==> src/rtl/mem_pkg.sv <==
// -----------------------------------------------------------------------------
// mem_pkg
// Shared definitions for the memory access unit: FSM state encoding, RISC-V
// load funct3 codes, byte-lane width masks, the default bus timeout, and small
// decode helpers used by both the control path and the load extender.
// -----------------------------------------------------------------------------
package mem_pkg;

    typedef enum logic [1:0] {
        IDLE = 2'd0,
        BUSY = 2'd1,
        DONE = 2'd2
    } state_e;

    localparam logic [2:0] F3_LB  = 3'b000;
    localparam logic [2:0] F3_LH  = 3'b001;
    localparam logic [2:0] F3_LW  = 3'b010;
    localparam logic [2:0] F3_LBU = 3'b100;
    localparam logic [2:0] F3_LHU = 3'b101;

    localparam logic [3:0] MASK_B = 4'b0001;
    localparam logic [3:0] MASK_H = 4'b0011;
    localparam logic [3:0] MASK_W = 4'b1111;

    localparam int TIMEOUT_DEFAULT = 255;

    // Unaligned byte-lane mask for a load; 0000 marks an illegal funct3.
    function automatic logic [3:0] load_mask(input logic [2:0] funct3);
        case (funct3)
            F3_LB, F3_LBU: load_mask = MASK_B;
            F3_LH, F3_LHU: load_mask = MASK_H;
            F3_LW:         load_mask = MASK_W;
            default:       load_mask = 4'b0000;
        endcase
    endfunction

endpackage

==> src/rtl/load_extend.sv <==
// -----------------------------------------------------------------------------
// load_extend
// Combinational load formatter: shifts the addressed bytes of the bus word down
// to bit 0 and sign- or zero-extends according to funct3.
//   raw_i     in  32  bus read data (word-aligned)
//   offset_i  in   2  byte offset addr[1:0]
//   funct3_i  in   3  load width / signedness
//   result_o  out 32  register-ready load value
// -----------------------------------------------------------------------------
module load_extend
    import mem_pkg::*;
(
    input  logic [31:0] raw_i,
    input  logic [1:0]  offset_i,
    input  logic [2:0]  funct3_i,
    output logic [31:0] result_o
);

    logic [31:0] shifted;

    assign shifted = raw_i >> {offset_i, 3'b000};

    always_comb begin
        case (funct3_i)
            F3_LB:   result_o = {{24{shifted[7]}},  shifted[7:0]};
            F3_LH:   result_o = {{16{shifted[15]}}, shifted[15:0]};
            F3_LW:   result_o = shifted;
            F3_LBU:  result_o = {24'd0, shifted[7:0]};
            F3_LHU:  result_o = {16'd0, shifted[15:0]};
            default: result_o = 32'd0;
        endcase
    end

endmodule

==> src/rtl/mem_access_unit.sv <==
// -----------------------------------------------------------------------------
// mem_access_unit
// Load/store unit between a pipeline decoder and a single-outstanding word bus.
// Accepts one access in IDLE, faults misaligned/illegal accesses without
// touching the bus, otherwise issues one bus transaction (with a BUSY-cycle
// timeout) and reports completion with a one-cycle done pulse.
//   clk, rst_n                      clock, async active-low reset
//   req_valid, rwmem, memWE         request qualifiers (memWE: 1 store, 0 load)
//   byteena, funct3, addr, wdata    store mask, load code, byte address, data
//   stall, done, err, rdata         pipeline hold, completion pulse, fault, load data
//   bus_req, bus_we, bus_addr,
//   bus_be, bus_wdata               bus request side (held stable in BUSY)
//   bus_ack, bus_rdata              bus response side
// -----------------------------------------------------------------------------
module mem_access_unit
    import mem_pkg::*;
#(
    parameter int TIMEOUT = TIMEOUT_DEFAULT
) (
    input  logic        clk,
    input  logic        rst_n,
    input  logic        req_valid,
    input  logic        rwmem,
    input  logic        memWE,
    input  logic [3:0]  byteena,
    input  logic [2:0]  funct3,
    input  logic [31:0] addr,
    input  logic [31:0] wdata,
    output logic        stall,
    output logic        done,
    output logic        err,
    output logic [31:0] rdata,
    output logic        bus_req,
    output logic        bus_we,
    output logic [31:0] bus_addr,
    output logic [3:0]  bus_be,
    output logic [31:0] bus_wdata,
    input  logic        bus_ack,
    input  logic [31:0] bus_rdata
);

    localparam int CW = $clog2(TIMEOUT + 1);

    state_e      state_q, state_d;
    logic [CW-1:0] cnt_q;
    logic        we_q, err_q;
    logic [2:0]  funct3_q;
    logic [3:0]  mask_q;
    logic [31:0] addr_q, wdata_q, rdata_q;

    logic        accept, misalign, busy, timeout_hit;
    logic [3:0]  acc_mask;
    logic [31:0] load_val;

    assign accept = (state_q == IDLE) && req_valid && rwmem;
    assign busy   = (state_q == BUSY);

    // Unshifted lane mask of the incoming access: stores use the decoder mask,
    // loads derive it from funct3 (0000 flags an illegal code).
    assign acc_mask = memWE ? byteena : load_mask(funct3);

    assign misalign = (acc_mask == 4'b0000)
                   || ((acc_mask == MASK_H) && addr[0])
                   || ((acc_mask == MASK_W) && (addr[1:0] != 2'b00));

    // bus_ack in the final BUSY cycle takes priority over the timeout.
    assign timeout_hit = busy && !bus_ack && (cnt_q == CW'(TIMEOUT - 1));

    load_extend u_load_extend (
        .raw_i    (bus_rdata),
        .offset_i (addr_q[1:0]),
        .funct3_i (funct3_q),
        .result_o (load_val)
    );

    // NOTE: state and datapath registers use non-blocking assignments so every
    // flop samples pre-edge values regardless of process evaluation order.
    always_ff @(posedge clk or negedge rst_n) begin
        if (!rst_n) state_q <= IDLE;
        else        state_q <= state_d;
    end

    // NOTE: state_d gets a default before the case so no path leaves it
    // unassigned, which would otherwise infer a latch.
    always_comb begin
        state_d = state_q;
        case (state_q)
            IDLE:    if (accept) state_d = misalign ? DONE : BUSY;
            BUSY:    if (bus_ack || timeout_hit) state_d = DONE;
            DONE:    state_d = IDLE;
            default: state_d = IDLE;
        endcase
    end

    always_ff @(posedge clk or negedge rst_n) begin
        if (!rst_n) begin
            cnt_q    <= '0;
            we_q     <= 1'b0;
            err_q    <= 1'b0;
            funct3_q <= 3'd0;
            mask_q   <= 4'd0;
            addr_q   <= 32'd0;
            wdata_q  <= 32'd0;
            rdata_q  <= 32'd0;
        end else begin
            cnt_q <= busy ? cnt_q + 1'b1 : '0;
            if (accept) begin
                we_q     <= memWE;
                funct3_q <= funct3;
                mask_q   <= acc_mask;
                addr_q   <= addr;
                wdata_q  <= wdata;
                err_q    <= misalign;
                if (misalign) rdata_q <= 32'd0;
            end
            if (busy && bus_ack) begin
                err_q   <= 1'b0;
                rdata_q <= we_q ? 32'd0 : load_val;
            end else if (timeout_hit) begin
                err_q   <= 1'b1;
                rdata_q <= 32'd0;
            end
        end
    end

    // Outputs are zero outside their qualifying state so reset forces them low.
    always_comb begin
        stall     = busy || (accept && rst_n);
        done      = (state_q == DONE);
        err       = done && err_q;
        rdata     = rdata_q;
        bus_req   = busy;
        bus_we    = busy && we_q;
        bus_addr  = busy ? {addr_q[31:2], 2'b00} : 32'd0;
        bus_be    = busy ? (mask_q << addr_q[1:0]) : 4'd0;
        bus_wdata = busy ? (wdata_q << {addr_q[1:0], 3'b000}) : 32'd0;
    end

endmodule

==> config.mk <==
export PLATFORM = sky130hd
export DESIGN_NAME = mem_access_unit
export DESIGN_NICKNAME = d
export VERILOG_FILES = /design/src/rtl/mem_pkg.sv /design/src/rtl/load_extend.sv /design/src/rtl/mem_access_unit.sv
export SDC_FILE = /design/constraint.sdc
export NUM_CORES = 1
export LEC_CHECK = 0
export CAP_MARGIN = 20
export CORE_ASPECT_RATIO = 0.75
export CORE_MARGIN = 1
export CORE_UTILIZATION = 46
export DETAILED_ROUTE_END_ITERATION = 16
export PLACE_DENSITY = 0.85
export SLEW_MARGIN = 20
export SYNTH_ARGS = -nofsm -noshare
export SYNTH_HDL_FRONTEND = slang
export SYNTH_SLANG_ARGS = --single-unit
==> constraint.sdc <==
create_clock -name clk -period 2.1 [get_ports clk]
set_input_delay 0.21 -clock clk [delete_from_list [all_inputs] [get_ports clk]]
set_output_delay 0.21 -clock clk [all_outputs]
set_load 0.05 [all_outputs]
After elaboration in Yosys (flattened, before gate mapping)
Index checks and enable logic that the tools add are counted.

storage, ports and cells
  bits of input ports = 109
  word-level logic and storage cells = 73
  register bits after elaboration = 115
  memories kept = 0
  latch bits = 0
  bits in writable memories = 0
  memory bits (read-only) = 0
  output and inout bits = 105

operators by class
  add/subtract/negate cells = 1
  multiply operators = 0
  shift-type cells = 3
  divide/modulo/power cells = 0
  equality and inequality tests = 15
  reductions and logical operators = 26
  bitwise gates (word level) = 0
  muxes and demuxes = 19
  $lt $le $gt $ge = 0

operators by type and width
  operator                                                         number
  32-bit 2-to-1 mux                                                7
  32-bit case mux with 5 select lines                              1
  32-bit by 5-bit left shift with 32-bit output                    1
  32-bit by 5-bit >> shifter with 32-bit output                    1
  3-bit == test, second input constant                             4
  4-bit case mux with 3 select lines                               1
  1-bit logical AND                                                10
  8-bit by 1-bit adder with 8-bit output, second input constant    1
  8-bit == test, second input constant                             1
  4-bit 2-to-1 mux                                                 2
  8-bit 2-to-1 mux                                                 1
  3-bit by 1-bit == test with 1-bit output, second input constant  2
  3-bit by 2-bit == test with 1-bit output, second input constant  2
  3-bit logical NOT                                                2
  2-bit 2-to-1 mux                                                 3
  3-bit nonzero test                                               2
  4-bit by 2-bit == test with 1-bit output, second input constant  1
  4-bit == test, second input constant                             1
  4-bit logical NOT                                                1
  1-bit logical OR                                                 4
  2-bit case mux with 2 select lines                               1
  2-bit AND reduction                                              2
  2-bit OR reduction                                               2
  4-bit by 2-bit left shift with 4-bit output                      1
  8 further kinds                                                  10

Depth between registers and ports, before layout
Gate-level depths: netlist of the first run.

  depth in word-level cells = 12
  gate-level depth with buffers = 7

Modules after synthesis
From an unflattened synthesis of the first run, not the netlist that was laid out.

unflattened totals
  cell total of the unflattened synthesis = 693
  area, all modules = 6,202.2 µm²

by module, submodules not included
  module           instances  cells each  sequential area each (µm²)  area each (µm²)
  mem_access_unit  1          584         2,877.8                     5,398.9
  load_extend      1          109         0.0                         803.3

Worst setup path before layout of the first run
OpenSTA, ideal clock, no wires.

  kind = reg2out
  start point = register addr_q[0]
  end point = output bus_wdata[25]
  cell stages (with the launch flop) = 6
  setup slack = -0.430 ns
  data required time = 1.890 ns
  arrival = 2.320 ns
  path through = dfrtp_1 -> buf_6 -> buf_2 -> buf_2 -> mux2i_1 -> a211oi_1

between the ends
  word-level cells in the longest chain between the ends = 2

RTL lines
  item                                           RTL line                source
  start, declared                                mem_access_unit.sv:49   logic [31:0] addr_q, wdata_q, rdata_q;
  start signal, assigned                         mem_access_unit.sv:111  addr_q <= addr;
  32-bit by 5-bit left shift with 32-bit output  mem_access_unit.sv:136  bus_wdata = busy ? (wdata_q << {addr_q[1:0], 3'b000}) : 32'd0;
  32-bit 2-to-1 mux                              mem_access_unit.sv:136
  end, declared                                  mem_access_unit.sv:37   output logic [31:0] bus_wdata,

No other way between the ends.

Worst setup path in the final report of the first run
  start point = register state_q[1]
  end point = output bus_wdata[31]

between the ends
  word-level cells in the longest chain between the ends = 2

RTL lines
  item                                      RTL line                source
  start, declared                           mem_access_unit.sv:44   state_e state_q, state_d;
  start signal, assigned                    mem_access_unit.sv:80   else state_q <= state_d;
  2-bit by 1-bit == test with 1-bit output  mem_access_unit.sv:56   assign busy = (state_q == BUSY);
  32-bit 2-to-1 mux                         mem_access_unit.sv:136

No other way between the ends.

==> flow_metrics.py, run 1 <==
metrics = {
    "status": {
        "status": "finished clean",
    },
    "drt": {
        "wire_per_inst_um": 16.97,
        "viasPerCell": 5.248,
        "dr.pass1.iters": 5,
        "drtIter0Drc": 339,
        "vias": 5684,
        "drc_errors": 0,
        "ant_nets": 0,
        "totalWireLength_um": 18380,
    },
    "logic_synthesis": {
        "yosysSeqAreaShare_pct": 47.91,
        "synth_edf_count": 0,
        "syn_avg_cell_area_um2": 8.782,
        "synth-main-ff-cell": "dfrtp_1",
        "synth_seq_cells": 115,
        "synth.distinct_cells": 43,
        "syn-cell-area_um2": 6007,
        "async_reset_ff_share_pct": 100.0,
        "ys_warn_count": 0,
        "netlist_instances": 684,
    },
    "critical_path": {
        "worstPathArrival_ns": 1.84,
        "startpoint_type": "flip-flop",
        "worst_ep_required_time_ns": 1.89,
        "setup.worst_path.class": "reg2out",
        "crit_fanout": 19,
        "end_kind": "output pin",
    },
    "pwr": {
        "pwr_density_cell_nw_per_um2": 1246,
        "p_int_mw": 6.731,
        "seq_power_share_pct": 29.8,
        "p_sw_mw": 4.735,
        "pwr-share-clk_pct": 23.9,
        "power.leakage_nw": 4.296,
        "ir_drop_uv": 873.6,
        "power_frac_comb_pct": 46.3,
        "swShare_pct": 41.30,
    },
    "cts": {
        "clock_latency_ns": 0.41,
        "clkSinkCount": 115,
        "cts_buffers": 17,
        "clk_pin_slew_ns": 0.06,
        "clockBufferDepth": 2,
        "htree_num_levels": 4,
        "clockRootBuffer": "clkbuf_16",
        "cts_tree": "built",
    },
    "min_path": {
        "hold_class": "in2reg",
    },
    "placed_design": {
        "hpwl_um": 13130,
        "place_inst": 1045,
        "gp_congestion": 0.8577,
        "portBuffers": 211,
    },
    "timing": {
        "finalMaxSlewViolations": 0,
        "period_share_pct": 97.45,
        "max_freq_ghz": 0.4887,
        "fin_skew_ns": 0.007969,
        "setup_viol": 0,
        "tightest_slew_ns": 0.6440,
        "final-hold-violation-count": 0,
        "rsz0062_at_grt": "yes",
        "period_needed_ns": 2.046,
        "tns_ns": 0,
        "slew_headroom_pct": 56.98,
    },
    "global_routing": {
        "first_global_vias": 5461,
        "grt_max_degree": 116,
        "antenna_found_initial": 0,
        "grt-ovfl-total": 0,
        "grt_usage_pct": 28.11,
        "grt_pass1_wl_um": 29110,
    },
    "layout": {
        "final_common_cell": "nand2_1",
        "final_cell_mix": "225 x nand2_1, 140 x clkdlybuf4s50_1, 113 x dfrtp_1",
        "layout.cells.non_filler": 1083,
        "num_antenna_cells": 0,
        "drive_above_1_share_pct": 18.43,
        "nets": 1016,
        "area_growth_syn_to_layout_pct": 53.13,
    },
    "die": {
        "rows": 35,
        "die_y_um": 101.0,
        "ios": 214,
        "dieWidth_um": 134.0,
        "start_util_pct": 47.96,
        "dieArea_um2": 13520,
        "fp.coreArea_um2": 12520,
    },
    "job": {
        "drv_cap": 0,
    },
}
==> registers in the layout, indices dropped and copies added (netlist names) <==
register / count
mask_q: 4
rdata: 32
wdata_q: 32
we_q: 1
funct3_q: 3
cnt_q: 8
err_q: 1
state_q: 2
addr_q: 32
==> layer usage <==
layer | up-vias | track usage (%) | share of wire (%)
met3 | 24 | 8.748 | 9.5
met2 | 271 | 42.65 | 44
li1 | 2717 | - | -
met5 | - | 0 | 0
met1 | 2672 | 38.96 | 45
met4 | 0 | 7.430 | 1.2
==> stage by stage <==
step | setup WS [ns] | utilization [%] | hold WS [ns] | area, um2 | total power [mW]
finish | 0.05362 | 73.45 | 0.3280 | 9199 | 11.47
CTS | -0.03269 | 72.69 | 0.3189 | 9104 | 11.37
global route | -0.007624 | 73.45 | 0.3337 | 9199 | 12.01
floorplan | 0.03303 | - | -0.08559 | 6056 | 6.680
detailed placement | -0.1081 | 68.09 | 0.3865 | 8528 | 8.582
global placement | -0.05516 | 68.09 | 0.3819 | 8528 | 8.488
==> synth_stat cells, types with 2 or more instances <==
cell type / number / area share [%]
a22oi_1: 2 / 0.25
or2_2: 2 / 0.21
mux2_2: 9 / 1.7
nor2b_1: 13 / 1.4
and4_1: 2 / 0.29
o21ai_0: 11 / 0.92
buf_4: 2 / 0.25
buf_6: 3 / 0.56
dfrtp_1: 115 / 48
nor3b_1: 2 / 0.25
o2bb2ai_1: 25 / 3.6
nor3_1: 3 / 0.25
and3_1: 2 / 0.21
ha_1: 2 / 0.42
and2_1: 42 / 4.4
inv_1: 2 / 0.13
o22ai_1: 2 / 0.21
a211oi_1: 18 / 2.2
a21oi_1: 39 / 3.2
mux2i_1: 34 / 5.7
nand3_1: 3 / 0.25
buf_2: 9 / 0.75
nand2b_1: 5 / 0.52
a221o_1: 7 / 1.2
xor2_1: 6 / 0.87
clkbuf_1: 35 / 2.2
nor2_1: 49 / 3.1
nand2_1: 225 / 14
==> layout make-up <==
type	instances	area, um2
fill	873	3326
multi-input combinational	517	2982
sequential	115	2880
timing repair buffer	251	2559
clock buffer	20	446.7
tap	166	207.7
clock inverter	11	112.6
inverter	3	11.26
==> final timing paths <==
kind	end	slack [ns]	depth (start not counted)	start
setup / recovery	bus_wdata[31]	0.05	5	state_q[1]
max in group asynchronous	wdata_q[31]	1.13	3	rst_n
hold reg to reg	wdata_q[28]	0.47	2	wdata_q[28]
min in group asynchronous	wdata_q[2]	0.46	3	rst_n
hold / removal	addr_q[14]	0.33	3	addr[14]
setup reg to reg	rdata[31]	0.14	6	cnt_q[2]
==> power by group through the flow <==
| stage | registers, mW | logic, mW | clock network (mW) |
|---|---|---|---|
| finish | 3.41 | 5.31 | 2.74 |
| global route | 3.50 | 5.63 | 2.88 |
| CTS | 3.42 | 5.18 | 2.77 |
| detailed placement | 3.43 | 5.15 | 0 |
| global placement | 3.42 | 5.07 | 0 |
| floorplan | 4.11 | 2.57 | 0 |
==> cells by family after synthesis <==
logic type               Yosys count  synth area share (%)
adder cells (fa/ha/maj)            2                0.4165
XOR/XNOR                           7                 1.021
AO/OA/AOI/OAI                    111                 13.50
AND/OR/NAND/NOR                  352                 25.74
buffers and inverters             53                 3.999
multiplexers                      43                 7.353
other                              1               0.06243
flip-flops                       115                 47.91
==> repair_timing <==
action	CTS	global route
setup buffers	0	5
hold buffers	1	0
cloned	0	1
pin swaps	1	2
resized for setup	2	3
hold endpoints to repair	115	0
endpoints found under the setup margin	10	39
==> worst max-delay path: stages, from the launching register on <==
cell      delay [ns]
dfrtp_1         0.41
nand2b_1        0.17
buf_4           0.22
buf_4           0.22
a211oi_2        0.23
buf_12          0.18
Note: power is estimated with default switching activity, not from simulation.
==> run 2: changes to the inputs <==
--- a/config.mk
+++ b/config.mk
@@ -8,9 +8,10 @@
 export CAP_MARGIN = 20
 export CORE_ASPECT_RATIO = 0.75
 export CORE_MARGIN = 1
-export CORE_UTILIZATION = 46
+export CORE_UTILIZATION = 64
 export DETAILED_ROUTE_END_ITERATION = 16
-export PLACE_DENSITY = 0.85
+export DONT_BUFFER_PORTS = 1
+export PLACE_DENSITY = 0.83
 export SLEW_MARGIN = 20
 export SYNTH_ARGS = -nofsm -noshare
 export SYNTH_HDL_FRONTEND = slang
==> run 2 against run 1 <==
The flow now finishes with violations (negative hold slack). Sequential power is 28% higher. Core utilization grew 13 points. Via count up 0.21%. Global-route usage rose by 12 points. Clock-buffer cell count is 4 higher. Maximum frequency increased by 0.36%. Clock skew rose by 0.0016 ns. Worst hold slack worse by 0.84 ns. Critical path depth unchanged.
==> flow_metrics.py, run 2 (synthesis gave the netlist of run 1 again) <==
metrics = {
    "drt": {
        "top_layer": "met4",
        "drtIter0Drc": 643,
        "viasPerCell": 6.145,
        "vias": 5696,
        "wl_met3_um": 2009,
        "drc_errors": 0,
        "wire_per_inst_um": 20.65,
        "dr.pass1.iters": 5,
        "wl_met1_um": 7264,
        "ant_nets": 0,
        "wl_met2_um": 9193,
        "totalWireLength_um": 19140,
    },
    "placed_design": {
        "hpwl_um": 11240,
        "portBuffers": 0,
        "place_inst": 821,
        "gp_congestion": 0.9133,
    },
    "critical_path": {
        "end_kind": "output pin",
        "worstPathArrival_ns": 1.83,
        "crit_fanout": 23,
        "worst_ep_required_time_ns": 1.89,
        "setup.worst_path.class": "reg2out",
        "startpoint_type": "flip-flop",
    },
    "pwr": {
        "power.leakage_nw": 3.756,
        "pwr_density_cell_nw_per_um2": 1324,
        "ir_drop_uv": 769.4,
        "total_power_mw": 10.37,
    },
    "cts": {
        "cts_buffers": 17,
        "clkSinkCount": 115,
        "cts_hold_buf": 73,
        "cts_tree": "built",
        "clock_latency_ns": 0.41,
        "htree_num_levels": 4,
        "clk_pin_slew_ns": 0.05,
        "clockRootBuffer": "clkbuf_16",
        "clockBufferDepth": 2,
    },
    "timing": {
        "setup_viol": 0,
        "period_needed_ns": 2.039,
        "hold_ws_ns": -0.5075,
        "max_freq_ghz": 0.4904,
        "slew_headroom_pct": 48.54,
        "tns_ns": 0,
        "final-hold-violation-count": 115,
        "tightest_slew_ns": 0.7718,
        "period_share_pct": 97.10,
        "finalMaxSlewViolations": 0,
        "fin_skew_ns": 0.009602,
        "rsz0062_at_grt": "yes",
    },
    "die": {
        "fp.coreArea_um2": 9084,
        "rows": 30,
        "dieArea_um2": 9781,
        "die_y_um": 85.90,
        "start_util_pct": 66.13,
        "dieWidth_um": 113.9,
        "ios": 214,
    },
    "status": {
        "violations": "negative hold slack",
        "status": "finished with violations",
    },
    "layout": {
        "area_growth_syn_to_layout_pct": 30.35,
        "drive_above_1_share_pct": 19.02,
        "num_antenna_cells": 0,
        "final_common_cell": "nand2_1",
        "nets": 899,
        "layout.cells.non_filler": 927,
        "final_cell_mix": "225 x nand2_1, 113 x dfrtp_1, 73 x dlygate4sd3_1",
    },
    "min_path": {
        "hold_class": "in2async",
    },
    "job": {
        "drv_cap": 0,
    },
    "global_routing": {
        "grt_pass1_wl_um": 29120,
        "grt-ovfl-total": 0,
        "antenna_found_initial": 0,
        "first_global_vias": 5556,
        "grt_usage_pct": 39.77,
        "grt_max_degree": 117,
    },
}
[run 2: timing repair]
action / in CTS / in global routing
setup endpoints to repair: 9 / 45
resized for setup: 2 / 41
cloned: 0 / 1
pin swaps: 0 / 1
setup buffers: 0 / 2
endpoints found under the hold margin: 188 / 115
[run 2: routing by layer]
metal,track usage (%),up-vias
met5,0,-
met4,17.95,0
met3,13.07,73
met2,63.19,417
met1,50.07,2715
li1,-,2491
[run 2: final cells by class]
| class | instances | area [um2] |
|---|---|---|
| clock buffer | 24 | 491.7 |
| clock inverter | 6 | 30.03 |
| fill | 443 | 1254 |
| inverter | 3 | 11.26 |
| multi-input combinational | 518 | 3023 |
| sequential | 115 | 2880 |
| tap | 128 | 160.2 |
| timing repair buffer | 133 | 1234 |
[run 2: path summary, 6_finish.rpt]
| check | startpoint | endpoint | slack, ns | cells after the start |
|---|---|---|---|---|
| setup / recovery | addr_q[0] | bus_wdata[29] | 0.06 | 5 |
| hold / removal | rst_n | wdata_q[11] | -0.51 | 0 |
| setup reg to reg | addr_q[0] | rdata[8] | 0.18 | 5 |
| hold reg to reg | addr_q[21] | addr_q[21] | 0.47 | 2 |
| max in group asynchronous | rst_n | wdata_q[24] | 2.38 | 0 |
| min in group clk | bus_rdata[26] | rdata[26] | 0.01 | 2 |
[run 2: per-stage QoR]
step	worst slack [ns]	util [%]	area (um2)	hold WS [ns]
finish	0.06092	86.20	7830	-0.5075
global route	-0.01485	86.20	7830	-0.5263
CTS	0.009448	85.11	7731	-0.5152
detailed placement	0.2115	71.24	6471	-0.08254
global placement	0.3156	71.24	6471	-0.08246
floorplan	0.03303	-	6056	-0.08559
[run 2: worst max-delay path, cell delays in order (launching register included)]
cell and delay [ns]:
dfrtp_2 0.47, buf_12 0.20, nor2b_1 0.06, a211oi_1 0.36, a211oi_2 0.11, buf_4 0.21
[run 2: power by group]
part	internal [mW]	switching [mW]	leakage, nW
registers	2.88	1.50	1.48
clock network	1.60	0.958	0.265
logic	1.28	2.15	2.02
total	5.76	4.61	3.76
